[src/rtl/matmul_result_sink.sv]
// Accumulates SIZE_COLUMN signed operand products per row and queues each finished
// dot product, tagged with its row index, in a small FIFO for a downstream consumer.
module matmul_result_sink #(
    parameter int DATA_W      = 8,
    parameter int ACC_W       = 20,
    parameter int SIZE_COLUMN = 4,
    parameter int SIZE_ROW    = 2,
    parameter int FIFO_DEPTH  = 4
) (
    input  logic              CLOCK_25,
    input  logic              rst,
    input  logic              i_clr,
    input  logic [4:0]        i_column_adr,
    input  logic [4:0]        i_row_adr,
    input  logic [DATA_W-1:0] i_a,
    input  logic [DATA_W-1:0] i_b,
    output logic              o_res_valid,
    input  logic              i_res_ready,
    output logic [ACC_W-1:0]  o_res_data,
    output logic [4:0]        o_res_row,
    output logic [1:0]        o_state,
    output logic              o_overflow,
    output logic              o_seq_err
);

    localparam int AW = $clog2(FIFO_DEPTH);
    localparam int EW = ACC_W + 5;
    localparam logic [4:0] LAST_COL = 5'(SIZE_COLUMN - 1);
    localparam logic [4:0] LAST_ROW = 5'(SIZE_ROW - 1);

    typedef enum logic [1:0] {
        ST_IDLE = 2'd0,
        ST_ACC  = 2'd1,
        ST_DONE = 2'd2
    } state_t;

    state_t state, state_next;

    logic [ACC_W-1:0] acc;
    logic [4:0]       exp_col;
    logic             seq_err_q;
    logic             overflow_q;

    logic take_term;
    logic push_req;
    logic seq_fault;
    logic clear_acc;

    logic signed [2*DATA_W-1:0] prod;
    logic signed [ACC_W-1:0]    prod_ext;
    logic [ACC_W-1:0]           acc_base;
    logic [ACC_W-1:0]           acc_sum;
    logic                       is_last_col;
    logic                       is_last_row;

    logic [EW-1:0] mem [FIFO_DEPTH];
    logic [AW:0]   wr_ptr;
    logic [AW:0]   rd_ptr;
    logic          fifo_empty;
    logic          fifo_full;
    logic          pop;
    logic          push_ok;
    logic          dropped;
    logic [EW-1:0] head;

    // Full-width signed product, sign-extended; the sum wraps modulo 2^ACC_W.
    assign prod        = $signed(i_a) * $signed(i_b);
    assign prod_ext    = ACC_W'(prod);
    assign acc_base    = (state == ST_IDLE) ? '0 : acc;
    assign acc_sum     = acc_base + prod_ext;
    assign is_last_col = (i_column_adr == LAST_COL);
    assign is_last_row = (i_row_adr == LAST_ROW);

    // ---------------- FSM: state register ----------------
    always_ff @(posedge CLOCK_25) begin
        if (rst) begin
            state <= ST_IDLE;
        end else begin
            state <= state_next;
        end
    end

    // ---------------- FSM: next state and datapath controls ----------------
    always_comb begin
        state_next = state;
        take_term  = 1'b0;
        push_req   = 1'b0;
        seq_fault  = 1'b0;
        clear_acc  = 1'b0;
        case (state)
            ST_IDLE: begin
                if (!i_clr && i_column_adr == 5'd0) begin
                    take_term  = 1'b1;
                    state_next = ST_ACC;
                    if (is_last_col) begin
                        push_req = 1'b1;
                        if (is_last_row) state_next = ST_DONE;
                    end
                end
            end
            ST_ACC: begin
                if (i_clr) begin
                    clear_acc = 1'b1;
                end else if (i_column_adr == exp_col) begin
                    take_term = 1'b1;
                    if (is_last_col) begin
                        push_req = 1'b1;
                        if (is_last_row) state_next = ST_DONE;
                    end
                end else begin
                    seq_fault  = 1'b1;
                    clear_acc  = 1'b1;
                    state_next = ST_IDLE;
                end
            end
            ST_DONE: begin
                if (i_clr) state_next = ST_IDLE;
            end
            default: state_next = ST_IDLE;
        endcase
    end

    // ---------------- FSM: outputs ----------------
    always_comb begin
        o_state = state;
    end

    // ---------------- Accumulator and column tracking ----------------
    always_ff @(posedge CLOCK_25) begin
        if (rst) begin
            acc       <= '0;
            exp_col   <= '0;
            seq_err_q <= 1'b0;
        end else begin
            if (seq_fault) seq_err_q <= 1'b1;
            if (clear_acc) begin
                acc     <= '0;
                exp_col <= '0;
            end else if (take_term) begin
                if (push_req) begin
                    acc     <= '0;
                    exp_col <= '0;
                end else begin
                    acc     <= acc_sum;
                    exp_col <= i_column_adr + 5'd1;
                end
            end
        end
    end

    // ---------------- Result FIFO ----------------
    // Handshake: an entry transfers on any rising edge where o_res_valid && i_res_ready;
    // o_res_valid/data/row depend only on stored state, never on i_res_ready.
    assign fifo_empty = (wr_ptr == rd_ptr);
    assign fifo_full  = (wr_ptr[AW] != rd_ptr[AW]) && (wr_ptr[AW-1:0] == rd_ptr[AW-1:0]);
    assign pop        = !fifo_empty && i_res_ready;
    assign push_ok    = push_req && (!fifo_full || pop);
    assign dropped    = push_req && fifo_full && !pop;
    assign head       = mem[rd_ptr[AW-1:0]];

    always_ff @(posedge CLOCK_25) begin
        if (!rst && push_ok) begin
            mem[wr_ptr[AW-1:0]] <= {i_row_adr, acc_sum};
        end
    end

    always_ff @(posedge CLOCK_25) begin
        if (rst) begin
            wr_ptr     <= '0;
            rd_ptr     <= '0;
            overflow_q <= 1'b0;
        end else begin
            if (push_ok) wr_ptr <= wr_ptr + (AW+1)'(1);
            if (pop)     rd_ptr <= rd_ptr + (AW+1)'(1);
            if (dropped) overflow_q <= 1'b1;
        end
    end

    // Head fields read as zero whenever the FIFO is empty, including right after reset.
    always_comb begin
        o_res_valid = !fifo_empty;
        o_res_data  = fifo_empty ? '0 : head[ACC_W-1:0];
        o_res_row   = fifo_empty ? '0 : head[EW-1:ACC_W];
        o_overflow  = overflow_q;
        o_seq_err   = seq_err_q;
    end

endmodule

[config.mk]
export PLATFORM = sky130hd
export DESIGN_NAME = matmul_result_sink
export DESIGN_NICKNAME = d
export VERILOG_FILES = /design/src/rtl/matmul_result_sink.sv
export SDC_FILE = /design/constraint.sdc
export NUM_CORES = 1
export LEC_CHECK = 0
export ABC_CLOCK_PERIOD_IN_PS = 23000
export BUFFER_PORTS_ARGS = -buffer_cell sky130_fd_sc_hd__buf_4
export CAP_MARGIN = 0
export CORE_MARGIN = 10
export CORE_UTILIZATION = 40
export DETAILED_ROUTE_END_ITERATION = 10
export GPL_TIMING_DRIVEN = 1
export PLACE_DENSITY = 0.54
export SLEW_MARGIN = 0
export SYNTH_ARGS = -nofsm -noshare
export SYNTH_HDL_FRONTEND = slang
export SYNTH_SLANG_ARGS = --single-unit
[constraint.sdc]
create_clock -name CLOCK_25 -period 23 [get_ports CLOCK_25]
set_clock_uncertainty 0.1 [all_clocks]
set_input_delay 4.6 -clock CLOCK_25 [delete_from_list [all_inputs] [get_ports CLOCK_25]]
set_output_delay 4.6 -clock CLOCK_25 [all_outputs]
set_load 0.01 [all_outputs]
== Yosys cells after proc, flatten, opt, wreduce, memory -nomap -nowiden ==
Memories as Yosys holds them, arrays and structs flattened. A register that Yosys moved wholly into a read port is not among the register bits.
Index checks and enable logic that the tools add are counted.

* Input bits: 30
* RAM bits: 100
* Memories kept: 1
* Output and inout port bits: 30
* Register bits: 35

* Multipliers: 1
* Add/sub/neg operators: 4
* Multiplexer cells: 32
* Reductions and logical operators: 17
* Equal/unequal tests: 13

{| class="wikitable"
|+ Memories
! name !! depth !! bits a word !! rd ports !! clocked after memory_dff !! wr ports !! line !! source
|-
| mem || 4 || 25 || 1 || 1 || 1 || 56 || <nowiki>logic [EW-1:0] mem [FIFO_DEPTH];</nowiki>
|}

{| class="wikitable"
|+ Operators by type and width
! operator !! count
|-
| $mux W20 || 3
|-
| $add A20 B20 Y20 || 1
|-
| $mux W2 || 10
|-
| $mul A8 B8 Y16 || 1
|-
| $mux W1 || 14
|-
| $mux W5 || 2
|-
| $logic_and A1 B1 Y1 || 7
|-
| $add A3 B1 Y3 const B || 2
|-
| $ne A3 B3 Y1 const B || 2
|-
| $pmux W2 S3 || 1
|-
| $add A5 B1 Y5 const B || 1
|-
| $eq A5 B1 Y1 const B || 1
|-
| $eq A5 B2 Y1 const B || 1
|-
| $eq A5 B5 Y1 || 1
|-
| $logic_not A1 Y1 || 5
|-
| $logic_not A5 Y1 || 1
|-
| $reduce_and A5 Y1 || 1
|-
| $ne A2 B2 Y1 const B || 2
|-
| $pmux W1 S2 || 2
|-
| $eq A3 B3 Y1 || 1
|-
| $eq A2 B1 Y1 const B || 1
|-
| $eq A2 B2 Y1 || 1
|-
| $eq A2 B2 Y1 const B || 1
|-
| $logic_not A2 Y1 || 1
|-
| 4 further kinds || 4
|}

== Depth between registers and ports, before layout ==
Gate-level depths: netlist of the first run.

* Depth after elaboration: 9
* Gate-level depth with buffers: 28
* Gate-level depth less buffers: 28

== Worst setup path after synthesis of the first run ==
No wires, ideal clock.

* Kind: input to register
* Start point: input port i_b[4]
* End point: register acc[17]
* Data arrival time: 10.177 ns
* Data required time: 22.772 ns
* Setup time: 0.128 ns
* Setup slack: 12.595 ns
* Stages: 27
* Cell sequence: and2_1 fa_1 inv_1 fa_1 inv_1 fa_1 inv_1 fa_1 inv_1 ha_1 a21oi_1 o21bai_1 a21oi_1 nor2b_1 o21a_1 o21ai_1 nand2b_1 a21oi_1 xnor2_1 ha_1 and3_1 a221oi_4 nor3b_1 a2111o_1 xor2_1 a22oi_1 nor2_1

* Word-level cells in the longest chain between the ends: 3

{| class="wikitable"
|+ RTL lines
! element !! line !! source
|-
| from (decl) || 16 || <nowiki>input logic [DATA_W-1:0] i_b,</nowiki>
|-
| $mul A8 B8 Y16 || 67 || <nowiki>assign prod = $signed(i_a) * $signed(i_b);</nowiki>
|-
| $add A20 B20 Y20 || 70 || <nowiki>assign acc_sum = acc_base + prod_ext;</nowiki>
|-
| named net acc_sum[17] || 52 || <nowiki>logic [ACC_W-1:0] acc_sum;</nowiki>
|-
| $mux W20 || 140 || <nowiki>if (push_req) begin</nowiki>
|-
| to (signal assigned) || 144 || <nowiki>acc <= acc_sum;</nowiki>
|-
| to (decl) || 39 || <nowiki>logic [ACC_W-1:0] acc;</nowiki>
|}

The timed path passes the listed nets, and every way through them passes these cells.
A chain may end at the register's enable or synchronous reset.

== Final worst setup path of the first run ==
* Start point: input port i_a[0]
* End point: register acc[18]

* Word-level cells in the longest chain between the ends: 3

{| class="wikitable"
|+ RTL lines
! element !! line !! source
|-
| from (decl) || 15 || <nowiki>input logic [DATA_W-1:0] i_a,</nowiki>
|-
| $mul A8 B8 Y16 || 67 ||
|-
| $add A20 B20 Y20 || 70 ||
|-
| named net acc_sum[18] || 52 ||
|-
| $mux W20 || 140 ||
|}

The timed path passes the listed nets, and every way through them passes these cells.

==> impl_metrics.ini, run 1 <==
[status]
status = complete, no violations

[timing]
min_period_over_period = 0.462
rsz0062_at_grt = false
setup_viol_count_final = 0
hold_viol = 0
timing.fmax_mhz = 94.0
drv_slew = 0
max-slew-margin-rel = 0.355
fin_setup_tns_ns = 0
period_minus_slack_ns = 10.64
max_slew.worst_pin.slew_ns = 0.964

[detailed_routing]
via_per_inst = 4.98
drc = 0
wl_per_cell_microns = 16.5
drt_first_pass_iters = 5
first_iter_violations = 210
routed_wl_microns = 18600
num_vias = 5603
ant_nets = 0

[floorplanning]
rows = 54
start_util = 0.409
dieWidth_microns = 170
ios = 60
die-area_sq_mm = 0.0287
fp.dieH_microns = 170
core_area_sq_mm = 0.0219

[final_layout]
area_growth_pct = 15.8
fillers = 2004
finalNetCount = 973
diodes = 0
final_cell_mix = edfxtp_1, inv_1, buf_4, fa_1, ha_1
mostFrequentLayoutCell = edfxtp_1
design_area_sq_mm = 0.0104
final_cells = 1125
drive_gt1_frac = 0.164
fin_util = 0.473

[synthesis]
synth.top_cell.area_share = 0.336
synth_cell_type_count = 53
synth-main-ff-cell = edfxtp_1
yosysTopAreaCell = edfxtp_1
ys_seq_area_frac = 0.418
syn_nets = 906
syn_avg_cell_area_sq_um = 11.7
synth.area.top_cells = edfxtp_1, fa_1, dfxtp_1, ha_1, mux4_2
ys_seq_elements = 137
ys_async_sr_fraction = 0
yosys_warnings = 0
syn_area_sq_mm = 0.00895
syn_inst = 765
synth_edf_count = 100

[clock_network]
clk_path_buf_depth = 2
cts_tree = yes
postCtsSetupRepairBufs = 0
root_buffer = clkbuf_16
clock_sinks = 137
clkLatencyLatePin_ns = 0.41
cts.clk_slew.worst_paths_ns = 0.06
cts_htree_levels = 4
cts_resized = 0
cts_hold_buf = 0
cts_buffers = 17

[critical_path]
cp.required_ns = 23.24
crit_path_max_incr_delay_ns = 0.55
path_max_fanout = 8
crit_family = adder cells
crit_path_top_delay_cell = a2111oi_1
worstSetupPathType = input port to flip-flop
start_kind = input port
path_buf_inv = 4
crit_arrival_ns = 10.88
crit_top_cell = fa_1
endpoint_kind = flip-flop

[power]
power.leakage_nw = 4.15
totalPowerFinal_mw = 1.23
peakVddDrop_mv = 0.0545
power_density_mw_per_mm2 = 118

[global_route]
first_global_vias = 6055
globalRouteTotalUtil = 0.132
overflow = 0
grt_max_degree = 28
grt_pass1_wl_microns = 30800
antenna_found_initial = 0

[place]
place.gp.congestion = 0.870
numPortBuffers = 59
hpwl_microns = 14100
placed_cell_area_sq_mm = 0.00974
dp_cells = 1093

[run]
maxCapViolations = 0

[hold_path]
min_path_type = flip-flop to flip-flop
==> routing by layer <==
layer,share of wire,GRT usage,vias up
li1,-,-,2749
met1,0.46,0.166,2756
met2,0.50,0.227,86
met3,0.032,0.0250,12
met4,0.0090,0.0334,0
met5,0,0,-
==> power breakdown <==
group | leakage, nW | internal, mW | switching (mW)
Clock | 0.301 | 0.177 | 0.103
Sequential | 1.20 | 0.351 | 0.000824
Combinational | 2.65 | 0.215 | 0.378
Total | 4.15 | 0.744 | 0.482
==> cells in the mapped netlist (3+ instances only) <==
master	instances
inv_1	95
mux4_2	25
a21oi_1	27
o21a_1	5
fa_1	56
o21ai_1	7
edfxtp_1	100
mux2i_1	4
o21ai_0	4
nor4_1	4
nand2_1	31
a211oi_1	4
nand3_1	13
xor2_1	18
nor3b_1	3
nand2b_1	4
o21bai_1	5
a21o_1	6
nor2_1	48
ha_1	55
nor3_1	11
nor2b_1	54
a22oi_1	13
xnor2_1	31
and2_1	52
clkbuf_1	19
dfxtp_1	37
and3_1	4
==> cell type report <==
class | instances | area (sq um) | share of cell area
clock buffer | 19 | 453 | 0.0437
clock inverter | 13 | 164 | 0.0158
inverter | 96 | 360 | 0.0348
multi-input combinational | 511 | 4770 | 0.460
sequential | 137 | 3740 | 0.362
tap | 280 | 350 | 0.0338
timing repair buffer | 69 | 518 | 0.0500
==> metrics by stage <==
stage	hold slack (ns)	worst slack [ns]
floorplan	0.327	12.60
CTS	0.356	12.36
detailed placement	0.346	11.96
global placement	0.335	12.05
finish	0.354	12.36
global route	0.370	11.85
==> flip-flops by register name, summed over array words and instances, names as in the netlist, named ones only <==
name and count:
o_state 2, acc 20, o_seq_err 1, mem 100, exp_col 5, rd_ptr 3, wr_ptr 3, o_overflow 1
==> path summary, 6_finish.rpt <==
check / endpoint / depth (start not counted) / start / slack [ns]
max: acc[18] / 27 / i_a[0] / 12.36
min: acc[0] / 2 / acc[0] / 0.35
max reg2reg: acc[18] / 14 / o_state[1] / 18.59
min reg2reg: acc[0] / 2 / acc[0] / 0.35
==> kinds of logic after synthesis <==
logic type | after synthesis | share of synthesized area
xor gates and xnor gates | 50 | 0.0498
DFF | 137 | 0.418
AOI/OAI and AO/OA | 86 | 0.0713
and+or+nand+nor | 233 | 0.139
buffers and inverters | 117 | 0.0491
adders and majority gates | 111 | 0.202
muxes | 31 | 0.0699
==> worst register-to-register path, delay by kind of cell (launching register included) <==
kind                       cells  cell delay, ns
AOI/OAI and AO/OA              7            1.88
adders and majority gates      2            0.68
and+or+nand+nor                4            0.90
DFF                            1            0.43
xor gates and xnor gates       1            0.36
(Power assumes the default switching activity.)
==> run 2, diff against run 1 <==
Settings changed: ABC_CLOCK_PERIOD_IN_PS 23000 to 11000.
Clock period 23 ns to 11 ns, I/O delays scaled along.
==> run 2 against run 1 <==
Non-clock buffer count unchanged. Design area shrank 0.46%. Cell count did not move. Sequential cell count unchanged.
==> impl_metrics.ini, run 2 (synthesis results as in run 1) <==
[final_layout]
ff_latch_area_sq_mm = 0.00374
final_cell_mix = edfxtp_1, inv_1, buf_4, fa_1, ha_1
area_growth_pct = 15.2
largest_reg_flops = 100
fillers = 2027
finalNetCount = 973
design_area_sq_mm = 0.0103
drive_gt1_frac = 0.163
diodes = 0
multi_input_area_sq_mm = 0.00477
mostFrequentLayoutCell = edfxtp_1

[floorplanning]
start_util = 0.409
dieWidth_microns = 170
rows = 54
core_area_sq_mm = 0.0219
fp.dieH_microns = 170
ios = 60
die-area_sq_mm = 0.0287

[place]
preCtsSetupSlack_ns = 2.35
hpwl_microns = 14200
placed_cell_area_sq_mm = 0.00974
place.gp.congestion = 0.870
numPortBuffers = 59

[clock_network]
cts.clk_slew.worst_paths_ns = 0.06
root_buffer = clkbuf_16
cts_hold_buf = 0
clk_path_buf_depth = 2
postCtsSetupRepairBufs = 0
cts_htree_levels = 4
clkLatencyLatePin_ns = 0.42
cts_buffers = 17
cts_resized = 0
cts_tree = yes
clock_sinks = 137

[global_route]
grt_pass1_wl_microns = 30900
antenna_found_initial = 0
overflow = 0
globalRouteTotalUtil = 0.133
grt_max_degree = 28
first_global_vias = 6082

[timing]
max_slew.worst_pin.slew_ns = 0.980
timing.fmax_mhz = 122
period_minus_slack_ns = 8.22
min_period_over_period = 0.747
rsz0062_at_grt = false
drv_slew = 0
layout_setup_ws_ns = 2.78
setup_viol_count_final = 0
hold_viol = 0
hold_slack_ns = 0.352
max-slew-margin-rel = 0.344
fin_setup_tns_ns = 0

[hold_path]
min_delay_worst_endpoint = acc[0]
min_path_type = flip-flop to flip-flop
worstHoldStart = acc[0]
min_path_cells = 2

[power]
comb_power_share = 0.494
peakVddDrop_mv = 0.119
power_density_mw_per_mm2 = 245
p_seq_frac = 0.292
netSwitchingPower_mw = 1.01
power.leakage_nw = 4.12
p_sw_frac = 0.401
clock_power_share = 0.214
totalPowerFinal_mw = 2.52
p_int_mw = 1.51

[detailed_routing]
first_iter_violations = 207
drt_first_pass_iters = 4
num_vias = 5631
wl_per_cell_microns = 16.5
routed_wl_microns = 18500
via_per_inst = 5.01
drc = 0
ant_nets = 0

[critical_path]
crit_path_top_delay_cell = fa_1
crit_path_max_incr_delay_ns = 0.54
r2r_slack_ns = 6.67
rr_startpoint = o_state[1]
start_kind = input port
cp.required_ns = 11.25
endpoint_kind = flip-flop
worstSetupPathType = input port to flip-flop
crit_arrival_ns = 8.47
reg2reg_to = acc[18]
path_max_fanout = 8
ff2ff_path_depth = 14

[status]
status = complete, no violations

[run]
maxCapViolations = 0
run 2: worst max-delay path: cells and delay by family:
kind                       cells  cell delay [ns]
AOI/OAI and AO/OA              9             1.92
and+or+nand+nor                6             0.73
xor gates and xnor gates       2             0.52
buffers and inverters          5             0.32
adders and majority gates      6             2.74
run 2: power by group through the flow:
stage	combinational (mW)	sequential (mW)	clock (mW)
3_5_place_dp	1.25	0.747	0
2_1_floorplan	0.946	0.745	0
5_1_grt	1.43	0.737	0.571
6_report	1.25	0.736	0.539
3_3_place_gp	1.22	0.747	0
4_1_cts	1.26	0.736	0.551
run 2: layer usage:
metal  global-route usage  wire [microns]
met4               0.0428             292
met1                0.167            8450
met3               0.0215             564
met2                0.228            9220
met5                    0               0
run 2: how the worst max path moves through the flow:
| stage | cells past startpoint | slack [ns] | endpoint | startpoint |
|---|---|---|---|---|
| finish | 28 | 2.78 | acc[17] | i_b[4] |
| global route | 27 | 2.30 | acc[17] | i_a[0] |
| CTS | 28 | 2.79 | acc[17] | i_b[4] |
| detailed placement | 28 | 2.35 | acc[17] | i_b[4] |
| global placement | 28 | 2.45 | acc[17] | i_b[4] |
| floorplan | 27 | 3.00 | acc[17] | i_b[4] |
run 2: cell type report:
class | count | area share
clock buffer | 19 | 0.0439
inverter | 96 | 0.0350
tap | 280 | 0.0340
clock inverter | 13 | 0.0113
timing repair buffer | 69 | 0.0502
sequential | 137 | 0.363
multi-input combinational | 511 | 0.462
run 2: stage by stage:
step / util / instances
finish: 0.471 / 1125
global route: 0.471 / 1125
CTS: 0.471 / 1125
detailed placement: 0.445 / 1093
global placement: 0.445 / 1093
floorplan: - / 765
